===== src/rtl/cordic_byte_link_if.sv =====
// Pin-side byte stream and core-side word handshake bundled for cordic_byte_link.
// slave = the framing link itself; master = the surrounding pins and CORDIC core.
interface cordic_byte_link_if #(
  parameter int unsigned IN_BYTES  = 4,
  parameter int unsigned OUT_BYTES = 6
);
  logic                   ena;
  logic [7:0]             in_data;
  logic                   in_valid;
  logic                   in_ready;
  logic [7:0]             out_data;
  logic                   out_valid;
  logic                   out_ready;
  logic [8*IN_BYTES-1:0]  core_in;
  logic                   core_start;
  logic                   core_done;
  logic [8*OUT_BYTES-1:0] core_out;
  logic                   frame_err;
  logic [7:0]             frame_cnt;

  modport slave (
    input  ena, in_data, in_valid, out_ready, core_done, core_out,
    output in_ready, out_data, out_valid, core_in, core_start, frame_err, frame_cnt
  );

  modport master (
    output ena, in_data, in_valid, out_ready, core_done, core_out,
    input  in_ready, out_data, out_valid, core_in, core_start, frame_err, frame_cnt
  );
endinterface


===== src/rtl/cordic_byte_link.sv =====
// Byte-serial framing engine: deserialises operand frames into a CORDIC core and serialises results.
// Optional feature: define FRAME_CSUM_EN to add an XOR checksum byte to input and output frames.
module cordic_byte_link #(
  parameter int unsigned IN_BYTES       = 4,
  parameter int unsigned OUT_BYTES      = 6,
  parameter int unsigned TIMEOUT_CYCLES = 0
) (
  input logic               clk,
  input logic               rst_n,
  cordic_byte_link_if.slave bus
);

`ifdef FRAME_CSUM_EN
  localparam int unsigned CSUM_BYTES = 1;
`else
  localparam int unsigned CSUM_BYTES = 0;
`endif
  localparam int unsigned RX_LEN    = IN_BYTES + CSUM_BYTES;
  localparam int unsigned TX_LEN    = OUT_BYTES + CSUM_BYTES;
  localparam int unsigned MAX_BYTES = (IN_BYTES > OUT_BYTES) ? IN_BYTES : OUT_BYTES;
  localparam int unsigned CW        = $clog2(MAX_BYTES + 2);
  localparam int unsigned SRW       = 8*TX_LEN + 8;
  localparam int unsigned IW        = (TIMEOUT_CYCLES > 1) ? $clog2(TIMEOUT_CYCLES + 1) : 1;
  localparam int unsigned TO_LAST   = (TIMEOUT_CYCLES == 0) ? 0 : TIMEOUT_CYCLES - 1;

  typedef enum logic [1:0] {RX, START, WAIT, TX} state_t;

  state_t                state_q, state_d;
  logic [CW-1:0]         byte_cnt_q, byte_cnt_d;
  logic [IW-1:0]         idle_q, idle_d;
  logic [8*IN_BYTES-1:0] core_in_q, core_in_d;
  logic [SRW-1:0]        tx_sr_q, tx_sr_d;
  logic [7:0]            out_data_q, out_data_d;
  logic                  out_valid_q, out_valid_d;
  logic                  in_ready_q, in_ready_d;
  logic                  core_start_q, core_start_d;
  logic                  frame_err_q, frame_err_d;
  logic [7:0]            frame_cnt_q, frame_cnt_d;
`ifdef FRAME_CSUM_EN
  logic [7:0]            rx_csum_q, rx_csum_d;
  logic [7:0]            tx_csum;

  always_comb begin
    tx_csum = '0;
    for (int unsigned i = 0; i < OUT_BYTES; i++) tx_csum = tx_csum ^ bus.core_out[8*i +: 8];
  end
`endif

  always_comb begin
    state_d      = state_q;
    byte_cnt_d   = byte_cnt_q;
    idle_d       = idle_q;
    core_in_d    = core_in_q;
    tx_sr_d      = tx_sr_q;
    out_data_d   = out_data_q;
    out_valid_d  = out_valid_q;
    in_ready_d   = in_ready_q;
    core_start_d = 1'b0;
    frame_err_d  = 1'b0;
    frame_cnt_d  = frame_cnt_q;
`ifdef FRAME_CSUM_EN
    rx_csum_d    = rx_csum_q;
`endif
    if (!bus.ena) begin
      state_d     = RX;
      byte_cnt_d  = '0;
      idle_d      = '0;
      out_valid_d = 1'b0;
      in_ready_d  = 1'b0;
`ifdef FRAME_CSUM_EN
      rx_csum_d   = '0;
`endif
    end else begin
      unique case (state_q)
        RX: begin
          in_ready_d = 1'b1;
          if (bus.in_valid && in_ready_q) begin
            idle_d     = '0;
            byte_cnt_d = byte_cnt_q + 1'b1;
            // The checksum byte has byte_cnt == IN_BYTES, so it never lands in a lane.
            for (int unsigned i = 0; i < IN_BYTES; i++) begin
              if (byte_cnt_q == CW'(i)) core_in_d[8*i +: 8] = bus.in_data;
            end
`ifdef FRAME_CSUM_EN
            rx_csum_d = rx_csum_q ^ bus.in_data;
`endif
            if (byte_cnt_q == CW'(RX_LEN - 1)) begin
              byte_cnt_d = '0;
`ifdef FRAME_CSUM_EN
              rx_csum_d = '0;
              if (bus.in_data != rx_csum_q) begin
                frame_err_d = 1'b1;
              end else begin
                state_d      = START;
                in_ready_d   = 1'b0;
                core_start_d = 1'b1;
              end
`else
              state_d      = START;
              in_ready_d   = 1'b0;
              core_start_d = 1'b1;
`endif
            end
          end else if (TIMEOUT_CYCLES != 0 && byte_cnt_q != '0) begin
            if (idle_q == IW'(TO_LAST)) begin
              idle_d      = '0;
              byte_cnt_d  = '0;
              frame_err_d = 1'b1;
`ifdef FRAME_CSUM_EN
              rx_csum_d   = '0;
`endif
            end else begin
              idle_d = idle_q + 1'b1;
            end
          end
        end
        START: begin
          state_d = WAIT;
        end
        WAIT: begin
          if (bus.core_done) begin
`ifdef FRAME_CSUM_EN
            tx_sr_d = SRW'({tx_csum, bus.core_out});
`else
            tx_sr_d = SRW'(bus.core_out);
`endif
            out_data_d  = bus.core_out[7:0];
            out_valid_d = 1'b1;
            byte_cnt_d  = '0;
            state_d     = TX;
          end
        end
        TX: begin
          if (out_valid_q && bus.out_ready) begin
            if (byte_cnt_q == CW'(TX_LEN - 1)) begin
              out_valid_d = 1'b0;
              frame_cnt_d = frame_cnt_q + 8'd1;
              byte_cnt_d  = '0;
              in_ready_d  = 1'b1;
              state_d     = RX;
            end else begin
              // out_data is pre-loaded with the next byte so it is registered at the pin.
              out_data_d = tx_sr_q[15:8];
              tx_sr_d    = tx_sr_q >> 8;
              byte_cnt_d = byte_cnt_q + 1'b1;
            end
          end
        end
      endcase
    end
  end

  always_ff @(posedge clk or negedge rst_n) begin
    if (!rst_n) begin
      state_q      <= RX;
      byte_cnt_q   <= '0;
      idle_q       <= '0;
      core_in_q    <= '0;
      tx_sr_q      <= '0;
      out_data_q   <= '0;
      out_valid_q  <= 1'b0;
      in_ready_q   <= 1'b0;
      core_start_q <= 1'b0;
      frame_err_q  <= 1'b0;
      frame_cnt_q  <= '0;
`ifdef FRAME_CSUM_EN
      rx_csum_q    <= '0;
`endif
    end else begin
      state_q      <= state_d;
      byte_cnt_q   <= byte_cnt_d;
      idle_q       <= idle_d;
      core_in_q    <= core_in_d;
      tx_sr_q      <= tx_sr_d;
      out_data_q   <= out_data_d;
      out_valid_q  <= out_valid_d;
      in_ready_q   <= in_ready_d;
      core_start_q <= core_start_d;
      frame_err_q  <= frame_err_d;
      frame_cnt_q  <= frame_cnt_d;
`ifdef FRAME_CSUM_EN
      rx_csum_q    <= rx_csum_d;
`endif
    end
  end

  assign bus.in_ready   = in_ready_q;
  assign bus.out_data   = out_data_q;
  assign bus.out_valid  = out_valid_q;
  assign bus.core_in    = core_in_q;
  assign bus.core_start = core_start_q;
  assign bus.frame_err  = frame_err_q;
  assign bus.frame_cnt  = frame_cnt_q;

endmodule

===== src/flat_wrapper.sv =====
// flat-port wrapper written by rule: the top's interface ports become plain ports
module cordic_byte_link_flat 
#(
  parameter int unsigned IN_BYTES       = 4,
  parameter int unsigned OUT_BYTES      = 6,
  parameter int unsigned TIMEOUT_CYCLES = 0
)
  (clk, rst_n, bus_ena, bus_in_data, bus_in_valid, bus_out_ready, bus_core_done, bus_core_out, bus_in_ready, bus_out_data, bus_out_valid, bus_core_in, bus_core_start, bus_frame_err, bus_frame_cnt);
  cordic_byte_link_if #(.IN_BYTES(IN_BYTES), .OUT_BYTES(OUT_BYTES)) bus_i ();
  input logic clk;
  input logic rst_n;
  input wire logic [$bits(bus_i.ena)-1:0] bus_ena;
  input wire logic [$bits(bus_i.in_data)-1:0] bus_in_data;
  input wire logic [$bits(bus_i.in_valid)-1:0] bus_in_valid;
  input wire logic [$bits(bus_i.out_ready)-1:0] bus_out_ready;
  input wire logic [$bits(bus_i.core_done)-1:0] bus_core_done;
  input wire logic [$bits(bus_i.core_out)-1:0] bus_core_out;
  output wire logic [$bits(bus_i.in_ready)-1:0] bus_in_ready;
  output wire logic [$bits(bus_i.out_data)-1:0] bus_out_data;
  output wire logic [$bits(bus_i.out_valid)-1:0] bus_out_valid;
  output wire logic [$bits(bus_i.core_in)-1:0] bus_core_in;
  output wire logic [$bits(bus_i.core_start)-1:0] bus_core_start;
  output wire logic [$bits(bus_i.frame_err)-1:0] bus_frame_err;
  output wire logic [$bits(bus_i.frame_cnt)-1:0] bus_frame_cnt;
  assign bus_i.ena = bus_ena;
  assign bus_i.in_data = bus_in_data;
  assign bus_i.in_valid = bus_in_valid;
  assign bus_i.out_ready = bus_out_ready;
  assign bus_i.core_done = bus_core_done;
  assign bus_i.core_out = bus_core_out;
  assign bus_in_ready = bus_i.in_ready;
  assign bus_out_data = bus_i.out_data;
  assign bus_out_valid = bus_i.out_valid;
  assign bus_core_in = bus_i.core_in;
  assign bus_core_start = bus_i.core_start;
  assign bus_frame_err = bus_i.frame_err;
  assign bus_frame_cnt = bus_i.frame_cnt;
  cordic_byte_link #(.IN_BYTES(IN_BYTES), .OUT_BYTES(OUT_BYTES), .TIMEOUT_CYCLES(TIMEOUT_CYCLES)) u_core (.clk(clk), .rst_n(rst_n), .bus(bus_i));
endmodule

===== config.mk =====
export PLATFORM = sky130hd
export DESIGN_NAME = cordic_byte_link_flat
export DESIGN_NICKNAME = d
export VERILOG_FILES = /design/src/rtl/cordic_byte_link_if.sv /design/src/rtl/cordic_byte_link.sv /design/src/flat_wrapper.sv
export SDC_FILE = /design/constraint.sdc
export NUM_CORES = 1
export LEC_CHECK = 0
export CELL_PAD_IN_SITES_DETAIL_PLACEMENT = 0
export CELL_PAD_IN_SITES_GLOBAL_PLACEMENT = 1
export CORE_MARGIN = 5
export CORE_UTILIZATION = 43
export DETAILED_ROUTE_END_ITERATION = 16
export HOLD_SLACK_MARGIN = 0.1
export PLACE_DENSITY = 0.82
export RECOVER_POWER = 50
export SYNTH_ARGS = -nofsm -noshare
export SYNTH_HDL_FRONTEND = slang
export SYNTH_SLANG_ARGS = --single-unit

===== constraint.sdc =====
create_clock -name clk -period 2.9 [get_ports clk]
set_input_delay 0.58 -clock clk [delete_from_list [all_inputs] [get_ports clk]]
set_output_delay 0.58 -clock clk [all_outputs]
set_load 0.1 [all_outputs]

After elaboration in Yosys (flattened, before gate mapping). Cells that the tools add are included. W data, S select, Z words.

Add/subtract/negate cells: 2. Multiply operators: 0. Div/mod/pow operators: 0. Order comparisons: 0. Equality and inequality tests: 18. Shift-type cells: 0. Mux-type cells: 37. Bitwise operators: 0. Reductions and logical operators: 15.

Operators with widths (number): $mux W56 (3); $pmux W56 S2 (1); $reduce_and A4 Y1 (7); $mux W8 (3); $mux W3 (6); $pmux W8 S2 (1); $mux W1 (13); $mux W2 (6); $ne A3 B2 Y1 const B (4); $reduce_and A5 Y1 (2); $pmux W3 S3 (1); $add A8 B1 Y8 const B (1); $pmux W2 S4 (1); $eq A3 B2 Y1 const B (2); $ne A3 B1 Y1 const B (2); $eq A2 B2 Y1 const B (2); $ne A2 B2 Y1 const B (2); $ne A4 B1 Y1 const B (1); $pmux W1 S2 (2); $add A3 B1 Y3 const B (1); $eq A3 B1 Y1 const B (1); $eq A3 B3 Y1 const B (1); $logic_not A3 Y1 (1); $ne A3 B3 Y1 const B (1); 6 further kinds (7).

Bits in registers: 112. Latch bits: 0. Bits in writable memories: 0. Memory bits (read-only): 0. Input port bits: 62. Word-level logic and storage cells: 84. Memories: 0.

Depth between registers and ports, before layout.
Depth after elaboration: 5. Depth in mapped cells: 8. Mapped depth without buffers: 6.

Worst setup path before layout. Ideal clock, no wire load.

Kind: register to register. From: reg u_core.out_valid_q, in the netlist u_core.bus.out_valid. To: reg u_core.tx_sr_q[12]. Arrival: 2.159 ns. Required time: 2.775 ns. Path slack: 0.616 ns. Stages on the path, launching flop included: 7. Buffers on the path: 2. Path through: dfrtp_1 -> nand3_1 -> o21ai_1 -> or3b_1 -> buf_6 -> buf_6 -> mux2_4.

Cells in the longest elaborated chain, start to end: 3.

Ends and longest elaborated chain: start: declaration (line cordic_byte_link.sv:34) `logic out_valid_q, out_valid_d;`; start signal: assignment (line cordic_byte_link.sv:176) `out_valid_q <= out_valid_d;`; $logic_and A1 B1 Y1 (line cordic_byte_link.sv:134) `if (out_valid_q && bus.out_ready) begin`; $ne A2 B1 Y1 (no source line); $reduce_and A5 Y1 (no source line); end signal: assignment (line cordic_byte_link.sv:174) `tx_sr_q <= tx_sr_d;`; end: declaration (line cordic_byte_link.sv:32) `logic [SRW-1:0] tx_sr_q, tx_sr_d;`.

Every way passes these cells. A chain may end at the register's enable or synchronous reset.

Final worst setup path.
From: reg u_core.out_data_q[2], in the netlist u_core.bus.out_data[2]. To: out bus_out_data[2].

RTL lines: start: declaration (line cordic_byte_link.sv:33) `logic [7:0] out_data_q, out_data_d;`; start signal: assignment (line cordic_byte_link.sv:175) `out_data_q <= out_data_d;`; end: declaration (line flat_wrapper.sv:19) `output wire logic [$bits(bus_i.out_data)-1:0] bus_out_data;`.

No word-level cell between the ends.

==> PnR_summary.wiki <==
{| class="wikitable"
! Metric !! Value
|-
| Run status || finished, final reports clean
|-
| Worst stage delay on the critical path || roughly 0.90 ns
|-
| Unique cell type count in the Yosys netlist || 35
|-
| TritonRoute pass-1 iters || 4
|-
| RR Startpoint || u_core.state_q[0]
|-
| CTS buffer count || 9
|-
| Cell count after synthesis || approximately 330
|-
| TNS Setup || 0 ns
|-
| Post-layout nets || 510
|-
| Net switching fraction of the power || 0.484
|-
| WL final || about 9.7 mm
|-
| Register area share after synthesis || 0.517
|-
| Buffer count from post-CTS setup fixing || 0
|-
| Cell type with the highest aggregate area in the netlist || dfrtp_1
|-
| Reg2reg path depth || 7
|-
| Number of hold-slack violations in the final timing report || 0
|-
| Avg Synthesized Cell Area || around 14 µm²
|-
| P&R area growth vs syn || 26.0%
|-
| H-tree Lvls || 3
|-
| Diode insertion count for antenna repair || 0
|-
| Transition time at the pin with the least slew margin || 1.22 ns
|-
| Post-synth EDFFs || 0
|-
| Tot GR Track Use || 0.155
|-
| Maxcap violations || 0
|-
| Final critical-path required period || approximately 2.2 ns
|-
| Relative contribution of sequential cells to total power || 0.330
|-
| Worst R2R Setup Slack || 0.74 ns
|-
| First-pass GRT wire length || about 16 mm
|-
| Routed wirelength normalized by instance count || between 15 and 20 µm
|-
| Number of synthesized register bits || 96
|-
| Net Count, Synth || 407
|-
| PwrDens || 1150 nW/µm²
|-
| Maximum fanout along the worst path || 2
|-
| Die height || 114 µm
|-
| Hold-fix buffers, CTS || 0
|-
| DRC violations left || 0
|-
| Cell types occupying the most area after synthesis || dfrtp_1 (52%), mux2_2 (25%), mux2_4 (6.5%)
|-
| Portion of total power attributed to the clock network || 0.148
|-
| Max transition margin || 0.188
|-
| Number of global-route vias before repair || ~3,100
|-
| TritonCTS clock tree || built
|-
| Maximum achievable frequency || 0.457 GHz
|-
| Total standard cell area after synthesis || 4640 µm²
|-
| Classification of the worst setup path || reg2out
|-
| Number of filler instances in the final layout || ~920
|-
| Resize count post-CTS || 0
|-
| CP Data Required Time || roughly 2.3 ns
|-
| Share of the clock period used by the worst path || 0.754
|-
| Share of post-route cells with drive strength above 1 || 0.392
|-
| Maximum clock insertion buffer count || 2
|-
| Count of port buffers added during placement || ~110
|-
| Largest vdd supply drop || about 850 µV
|-
| Count of warnings emitted by yosys || 0
|-
| First-iteration detailed-routing DRC count || approximately 120
|-
| Maximum number of pins on one net before global-route repair || 53
|-
| Slowest cell on the critical path || clkbuf_1
|-
| Die area || 13,000 µm²
|-
| Net Sw Power || between 0.003 and 0.004 W
|-
| Path category of the worst min-delay check || in2async
|-
| Power, Total || between 0.006 and 0.007 W
|-
| Buffers and inverters on the worst path || 1
|-
| Clock insertion delay at the later pin of the skew report || between 0.3 and 0.4 ns
|-
| CORE AREA || around 11,000 µm²
|-
| ANT nets after route || 0
|-
| Routed vias || 2,895
|-
| Worst-path clk slew || approximately 0.10 ns
|-
| Primary flip-flop cell chosen by synthesis mapping || dfrtp_1
|-
| Routed via count divided by cell count || between 4 and 5
|-
| Capture instance of the worst register-to-register path || u_core.tx_sr_q[14]
|-
| Overflow after GRT || 0
|-
| Ports placed on the boundary || approximately 110
|-
| Number of standard-cell rows in the floorplan || 38
|-
| Worst Path Arrival || about 1.6 ns
|-
| Cell-internal power || between 0.003 and 0.004 W
|-
| Async set-or-reset flop fraction in the synthesized netlist || 1.00
|-
| Share of Yosys cell area claimed by the top area cell type || 0.517
|-
| Final Wtd Congestion || between 0.8 and 0.9
|-
| Final setup violating endpoints || 0
|-
| Half-perimeter wire length of the detailed placement result || a little under 7 mm
|-
| Setup repair after global routing missed its margin || false
|-
| Worst clock skew on the final layout || 0.0123 ns
|-
| Crit-path leading delay family || buffers and inverters
|-
| Initial antenna violation count || 0
|-
| Die width || around 110 µm
|-
| Cell-by-cell listing of the critical path || clkbuf_1
|-
| Initial standard-cell utilization of the core || 0.434
|-
| P_leak || around 2.7 nW
|-
| Final number of max-transition violations || 0
|-
| Clock Sinks || 96
|-
| Combinational Power Share || 0.522
|-
| Root Buffer Master || clkbuf_8
|-
| Crit path capture type || output pin
|-
| CP Launch Type || register
|}
## cells in the mapped netlist, types with 2 or more instances
master / n
a21oi_1: 3
a31oi_1: 2
and2_1: 2
and3_1: 5
buf_2: 4
buf_4: 10
buf_6: 3
clkbuf_1: 7
dfrtp_1: 96
ha_1: 12
inv_1: 9
mux2_2: 103
mux2_4: 20
mux2i_1: 3
nand2_1: 6
nand2b_1: 2
nand3_1: 2
nand4_1: 8
nor2_1: 4
nor2b_1: 11
o22ai_1: 2
xnor2_1: 6
## cell usage in the layout, fill, tap and decap left out, types with 2 or more instances in the layout
cell             instances
xnor2_1                  6
ha_1                    11
buf_12                   2
nor2b_1                 11
clkinv_2                 2
buf_4                   29
and2_1                   2
dfrtp_1                 96
mux2_4                  20
a21oi_1                  3
clkbuf_8                11
nand2b_1                 2
nor2_1                   4
clkbuf_1                24
nand4_1                  8
clkdlybuf4s50_1         60
mux2i_1                  3
inv_1                    9
nand3_1                  2
o22ai_1                  2
and3_1                   5
a31oi_1                  2
bufinv_16                2
mux2_2                 103
nand2_1                  6
## power groups by stage
| stage | clock [W] | sequential [W] | combinational [W] |
|---|---|---|---|
| 2_1_floorplan | 0 | 0.00359 | 0.00158 |
| 3_3_place_gp | 0 | 0.00222 | 0.00361 |
| 3_5_place_dp | 0 | 0.00224 | 0.00365 |
| 4_1_cts | 0.00102 | 0.00222 | 0.00366 |
| 5_1_grt | 0.00107 | 0.00228 | 0.00365 |
| 6_report | 0.000991 | 0.00221 | 0.00350 |
## cell families (layout without fill, tap and decap cells)
group                      count (synthesis)  after routing  synth area share
xor gates and xnor gates                   7              7            0.0132
DFF                                       96             96             0.517
muxes                                    126            126             0.321
buffers and inverters                     33            141            0.0407
adders and majority gates                 12             12            0.0323
other                                      1              1          0.000808
and+or+nand+nor                           43             43            0.0525
AOI/OAI and AO/OA                         15             15            0.0221
## worst max-delay path by stage
stage	end	cells after the start	from
finish	bus_out_data[2]	1	u_core.bus.out_data[2]
global route	u_core.bus.core_in[20]	5	u_core.state_q[0]
CTS	u_core.bus.core_in[23]	5	u_core.state_q[0]
detailed placement	u_core.tx_sr_q[14]	6	bus_out_ready
global placement	u_core.tx_sr_q[12]	6	bus_out_ready
floorplan	u_core.tx_sr_q[12]	6	u_core.bus.out_valid
## metal layers
metal,share of wire,routed length (µm),track usage
met1,0.46,4440,0.210
met2,0.49,4770,0.250
met3,0.041,399,0.0308
met4,0.013,123,0.0546
met5,0,0,0
## cell type report
type                    instances  area [µm²]  area share
clock buffers                  11         151      0.0259
clock inverters                 5        78.8      0.0135
inverters                       9        33.8     0.00578
multi-input cells             204        2050       0.351
flip-flops and latches         96        2400       0.411
well taps                     140         175      0.0299
repair buffers                116         953       0.163
## per-stage QoR
step / utilization / hold WS (ns) / instance area (µm²) / std cells / worst slack (ns)
after floorplan: - / 0.284 / 4640 / 333 / 0.616
after CTS: 0.555 / 0.226 / 5940 / 581 / 0.730
after detailed placement: 0.534 / 0.477 / 5710 / 565 / 0.492
after global placement: 0.534 / 0.469 / 5710 / 565 / 0.503
after global routing: 0.547 / 0.500 / 5850 / 581 / 0.566
final: 0.547 / 0.440 / 5850 / 581 / 0.714
## flip-flops by register name, summed over array words and instances (netlist names)
register	flops
u_core.state_q	2
u_core.bus.out_valid	1
u_core.bus.core_start	1
u_core.bus.out_data	7
u_core.tx_sr_q	41
u_core.byte_cnt_q	3
u_core.bus.core_in	32
u_core.bus.in_ready	1
u_core.bus.frame_cnt	8
Note: power is estimated with default switching activity, not from simulation.
